==> config.mk <==
export PLATFORM = sky130hd
export DESIGN_NAME = inv_key_sched
export DESIGN_NICKNAME = d
export VERILOG_FILES = /design/src/rtl/aes_pkg.sv /design/src/rtl/sbox.sv /design/src/rtl/sub_word.sv /design/src/rtl/inv_key_sched.sv
export SDC_FILE = /design/constraint.sdc
export NUM_CORES = 2
export LEC_CHECK = 0
export CELL_PAD_IN_SITES_DETAIL_PLACEMENT = 1
export CELL_PAD_IN_SITES_GLOBAL_PLACEMENT = 2
export CORE_MARGIN = 5
export CORE_UTILIZATION = 40
export DETAILED_ROUTE_END_ITERATION = 6
export GPL_TIMING_DRIVEN = 0
export PLACE_DENSITY_LB_ADDON = 0.1
export SLEW_MARGIN = 20
export SYNTH_ARGS = -nofsm -noshare
export SYNTH_HDL_FRONTEND = slang
export SYNTH_SLANG_ARGS = --single-unit
export TNS_END_PERCENT = 30
==> constraint.sdc <==
create_clock -name clk -period 29.7 [get_ports clk]
set_input_delay 4.455 -clock clk [delete_from_list [all_inputs] [get_ports clk]]
set_output_delay 4.455 -clock clk [all_outputs]
set_load 0.01 [all_outputs]
==> src/rtl/aes_pkg.sv <==
// Shared AES key-schedule types: word/block typedefs, scheduler states and the rcon table.
package aes_pkg;

    typedef logic [31:0]  word_t;
    typedef logic [127:0] block_t;

    typedef enum logic [1:0] {IDLE, EXPAND, STREAM} state_t;

    // Entry 0 is unused padding so the table is indexed directly by round number.
    localparam logic [7:0] RCON [0:10] = '{
        8'h00, 8'h01, 8'h02, 8'h04, 8'h08, 8'h10,
        8'h20, 8'h40, 8'h80, 8'h1b, 8'h36
    };

    function automatic logic [7:0] rcon(input logic [3:0] r);
        return (r <= 4'd10) ? RCON[r] : 8'h00;
    endfunction

endpackage

==> src/rtl/sbox.sv <==
// AES S-box computed arithmetically (GF(2^8) inverse plus affine map); sel=1 forward, sel=0 inverse.
module sbox (
    input  logic       sel,
    input  logic [7:0] din,
    output logic [7:0] dout
);

    function automatic logic [7:0] xtime(input logic [7:0] x);
        return {x[6:0], 1'b0} ^ (x[7] ? 8'h1b : 8'h00);
    endfunction

    function automatic logic [7:0] gf_mul(input logic [7:0] x, input logic [7:0] y);
        logic [7:0] p;
        logic [7:0] t;
        p = 8'h00;
        t = x;
        for (int i = 0; i < 8; i++) begin
            if (y[i]) p = p ^ t;
            t = xtime(t);
        end
        return p;
    endfunction

    // x^254 == x^-1, and maps 0 to 0 as the S-box requires.
    function automatic logic [7:0] gf_inv(input logic [7:0] x);
        logic [7:0] p;
        logic [7:0] r;
        p = x;
        r = 8'h01;
        for (int i = 1; i < 8; i++) begin
            p = gf_mul(p, p);
            r = gf_mul(r, p);
        end
        return r;
    endfunction

    function automatic logic [7:0] fwd_aff(input logic [7:0] x);
        return x ^ {x[6:0], x[7]} ^ {x[5:0], x[7:6]} ^ {x[4:0], x[7:5]}
                 ^ {x[3:0], x[7:4]} ^ 8'h63;
    endfunction

    function automatic logic [7:0] inv_aff(input logic [7:0] x);
        return {x[6:0], x[7]} ^ {x[4:0], x[7:5]} ^ {x[1:0], x[7:2]} ^ 8'h05;
    endfunction

    logic [7:0] pre;
    logic [7:0] inv;

    always_comb begin
        pre  = sel ? din : inv_aff(din);
        inv  = gf_inv(pre);
        dout = sel ? fwd_aff(inv) : inv;
    end

endmodule

==> src/rtl/sub_word.sv <==
// SubWord: four forward S-boxes applied bytewise to a 32-bit word.
module sub_word
    import aes_pkg::*;
(
    input  word_t din,
    output word_t dout
);

    for (genvar i = 0; i < 4; i++) begin : g_byte
        sbox u_sbox (
            .sel  (1'b1),
            .din  (din[8*i +: 8]),
            .dout (dout[8*i +: 8])
        );
    end

endmodule

==> src/rtl/inv_key_sched.sv <==
// AES-128 inverse key scheduler: expands a key forward to round 10, then streams round keys 10..0.
// Build option: define AES_RK_ZEROIZE_EN to clear the key register after the round-0 transfer.
module inv_key_sched
    import aes_pkg::*;
(
    input  logic         clk,
    input  logic         rst,
    input  logic         key_valid,
    input  logic [127:0] key_in,
    output logic         key_ready,
    output logic         rk_valid,
    input  logic         rk_ready,
    output logic [127:0] rk_out,
    output logic [3:0]   rk_round,
    output logic         busy
);

    state_t     state, state_nxt;
    block_t     rk;
    logic [3:0] rnd;
    logic [3:0] rnd_inc;
    logic       xfer;

    word_t a, b, c, d;
    word_t sw_in, sw_out;
    word_t a_f, b_f, c_f, d_f;
    word_t a_b, b_b, c_b, d_b;

    assign {a, b, c, d} = rk;
    assign rnd_inc      = rnd + 4'd1;
    assign xfer         = rk_valid && rk_ready;

    // Backward step needs SubWord(RotWord(d^c)); forward needs SubWord(RotWord(d)).
    assign d_b   = d ^ c;
    assign c_b   = c ^ b;
    assign b_b   = b ^ a;
    assign sw_in = (state == STREAM) ? {d_b[23:0], d_b[31:24]} : {d[23:0], d[31:24]};

    sub_word u_sub_word (
        .din  (sw_in),
        .dout (sw_out)
    );

    assign a_b = a ^ sw_out ^ {rcon(rnd), 24'h0};
    assign a_f = a ^ sw_out ^ {rcon(rnd_inc), 24'h0};
    assign b_f = b ^ a_f;
    assign c_f = c ^ b_f;
    assign d_f = d ^ c_f;

    always_ff @(posedge clk) begin
        if (rst) state <= IDLE;
        else     state <= state_nxt;
    end

    // EXPAND runs rounds 1..10 then spends one more cycle at rnd==10 before streaming.
    always_comb begin
        state_nxt = state;
        case (state)
            IDLE:    if (key_valid)          state_nxt = EXPAND;
            EXPAND:  if (rnd == 4'd10)       state_nxt = STREAM;
            STREAM:  if (xfer && rnd == 4'd0) state_nxt = IDLE;
            default:                          state_nxt = IDLE;
        endcase
    end

    always_ff @(posedge clk) begin
        if (rst) begin
            rk  <= '0;
            rnd <= 4'd0;
        end else begin
            case (state)
                IDLE: if (key_valid) begin
                    rk  <= key_in;
                    rnd <= 4'd0;
                end
                EXPAND: if (rnd != 4'd10) begin
                    rk  <= {a_f, b_f, c_f, d_f};
                    rnd <= rnd_inc;
                end
                STREAM: if (xfer) begin
                    if (rnd == 4'd0) begin
`ifdef AES_RK_ZEROIZE_EN
                        rk <= '0;
`endif
                    end else begin
                        rk  <= {a_b, b_b, c_b, d_b};
                        rnd <= rnd - 4'd1;
                    end
                end
                default: ;
            endcase
        end
    end

    assign key_ready = (state == IDLE);
    assign rk_valid  = (state == STREAM);
    assign busy      = (state != IDLE);
    assign rk_out    = rk;
    assign rk_round  = rnd;

endmodule

==> results_dict.tcl <==
set metrics [dict create \
    synth_nets 9331 \
    worstReg2RegEnd "rk_out[26]" \
    start_util 0.403 \
    critPathRequiredTime_ps 30030 \
    setup_viol 0 \
    slew_headroom 0.143 \
    async_flop_share 0 \
    drt_first_pass_iters 7 \
    period_needed_ps 26020 \
    drt_iter0_markers 4749 \
    critical_path.top_delay_family "buffers and inverters" \
    ys_types 121 \
    cp_slowest_stage_delay_ps 920 \
    yosysSeqAreaShare 0.0387 \
    r2r_setup_slack_ps 3680 \
    h-tree-depth 4 \
    antenna_found_initial 22 \
    syn_area_per_cell_um2 7.56 \
    worst_path_max_delay_cell "buf_1" \
    globalRouteMet3Util 0.0272 \
    grt_overflow_total 0 \
    yosys.area.top_type_share 0.206 \
    routed_via_density 5.95 \
    post_cts_buffers 0 \
    areaGrowthSynthToFinish_pct 9.14 \
    synth_edf_count 0 \
    tritoncts "built" \
    root_buffer "clkbuf_16" \
    clk-insertion-delay-late_ps 470 \
    drt-total-wl_um 305000 \
    synthTopCellsByArea "xnor2_1 (21%), xnor3_1 (14%), nor2_1 (7.1%)" \
    die_w_um 426 \
    grt_busiest_layer "met2" \
    violations "DRC" \
    pin_count 267 \
    min_period_over_period 0.876 \
    path_max_fanout 10 \
    clock_sinks 134 \
    clock.fmax_ghz 0.0384 \
    critPathBufInv 21 \
    syn_area_mm2 0.0693 \
    synthFlopType "dfxtp_1" \
    gp_congestion 0.942 \
    hp-start "rk_out[123]" \
    rsz0062_at_grt "no" \
    die_y_um 426 \
    post-dp-hpwl_um 242000 \
    hold_end "rk_out[123]" \
    wl_per_cell_um 25.8 \
    grt_pass1_wl_um 452000 \
    hold_viol_final 0 \
    status "finished with violations" \
    global_route.usage.met2 0.540 \
    min_delay_path_depth 2 \
    hold_buffers 0 \
    synth_common_cells "xnor2_1 (1632), nor2_1 (1304), nand2_1 (860)" \
    dr_total_vias 70169 \
    hold_class "reg -> reg" \
    skew_ps 12.1 \
    r2r_start "state[0]" \
    worstPathArrival_ps 26350 \
    fin_tns_setup_ps 0 \
    synth_most_common_cell "xnor2_1" \
    grt_util_met1 0.396 \
    ctsResizeCount 0 \
    ff2ff_path_depth 75 \
    worst_slew_pin_slew_ps 1280 \
    end_kind "flop" \
    fill_cells 21515 \
    route.detailed.drc 5 \
    cts_max_path_buffers 2 \
    dieArea_mm2 0.182 \
    synth_top_area_cell "xnor2_1" \
    drv_cap 0 \
    grt_pass1_vias 70083 \
    crit_top_cell "xnor2_1" \
    slew_viol_final 0 \
    core-area_mm2 0.172 \
    grt_start_max_net_pins 17 \
    nets 9616 \
    drive_above_1_share 0.0648 \
    start_kind "flop" \
    cts-buffers-inserted 17 \
    ant_nets 0 \
    gr-usage-all-layers 0.318 \
    rows 152 \
    ys_ff_latch 134 \
    postSynthCellCount 9167 \
    synth_warnings 0 \
    io_buffers 265 \
    critPathKind "reg -> reg" \
    clkTransAtPathRegs_ps 80 \
]
-- through the flow --
| step | std cells | util | area [um2] | hold slack (ps) | worst slack, ps |
|---|---|---|---|---|---|
| floorplan | 9167 | - | 69300 | 502 | 11290 |
| global placement | 11742 | 0.435 | 74900 | 479 | 3840 |
| detailed placement | 11742 | 0.435 | 75000 | 492 | 4010 |
| CTS | 11774 | 0.439 | 75600 | 502 | 3980 |
| global route | 11787 | 0.440 | 75700 | 526 | 2400 |
| finish | 11795 | 0.440 | 75700 | 509 | 3680 |
-- worst min-delay path, delay by kind of cell, from the launching register on --
kind             cells  cell delay [ps]
AO/OA/AOI/OAI        1               60
flip-flops           1              340
AND/OR/NAND/NOR      1               70
-- layout by cell type (no fill, tap or decap), types with 32 or more instances in the layout --
cell	synthesis	routed
a211oi_1	65	65
a21oi_1	436	436
a221oi_1	86	86
a22oi_1	78	78
a31oi_1	71	71
a32oi_1	58	58
and2_1	65	65
and3_1	46	46
buf_1	54	54
buf_2	164	164
buf_4	37	37
clkbuf_1	391	390
clkdlybuf4s50_1	0	265
dfxtp_1	134	134
ha_1	32	32
inv_1	131	131
mux2_2	54	54
mux2i_1	222	222
nand2_1	860	860
nand2b_1	92	92
nand3_1	166	166
nor2_1	1304	1304
nor2b_1	91	91
nor3_1	277	277
nor4_1	79	79
o211ai_1	56	56
o21ai_0	423	423
o21ai_1	35	35
o22ai_1	140	140
o31ai_1	35	35
or3_1	43	43
xnor2_1	1632	1615
xnor2_2	100	117
xnor3_1	422	422
xor2_1	541	541
xor2_2	36	36
xor3_1	57	57
-- kinds of logic (layout without fill, tap and decap cells) --
logic type	Yosys count	in the layout	share of synthesized area
other	0	20	0
AND/OR/NAND/NOR	3181	3181	0.204
flip-flops	134	134	0.0387
adder cells (fa/ha/maj)	32	32	0.00577
buffers and inverters	828	1126	0.0518
XOR/XNOR	2834	2834	0.479
multiplexers	281	281	0.0421
AO/OA/AOI/OAI	1877	1877	0.178
-- registers in the layout, summed over array words and instances, names as in the netlist --
| signal | cells |
|---|---|
| rk_out | 128 |
| state | 2 |
| rk_round | 4 |
-- worst max-delay path by stage --
stage | start | endpoint | slack, ps | cells after the start
floorplan | state[0] | rk_out[31] | 11290 | 76
global placement | state[0] | rk_out[28] | 3840 | 74
detailed placement | state[0] | rk_out[28] | 4010 | 74
CTS | state[0] | rk_out[28] | 3980 | 74
global route | state[0] | rk_out[29] | 2400 | 75
finish | state[0] | rk_out[26] | 3680 | 75
-- per-layer routing --
layer,vias to the layer above,wire length (um)
met5,-,50
met4,8,20600
met3,575,13700
met2,2147,144000
met1,35171,126000
li1,32268,-
-- layout make-up --
cell class                 count  area [um2]  share of cell area
tap                         2310        2890              0.0382
timing repair buffer         266        2670              0.0352
buffer                       664        2980              0.0393
multi-input combinational   8205       63200               0.835
inverter                     164         616             0.00813
clock buffer                  17         425             0.00562
clock inverter                15         176             0.00233
antenna                       20        50.0            0.000661
sequential                   134        2680              0.0354
Power is not shown: default switching activity piles up to over one toggle a cycle in this logic, so the estimate is an artifact.
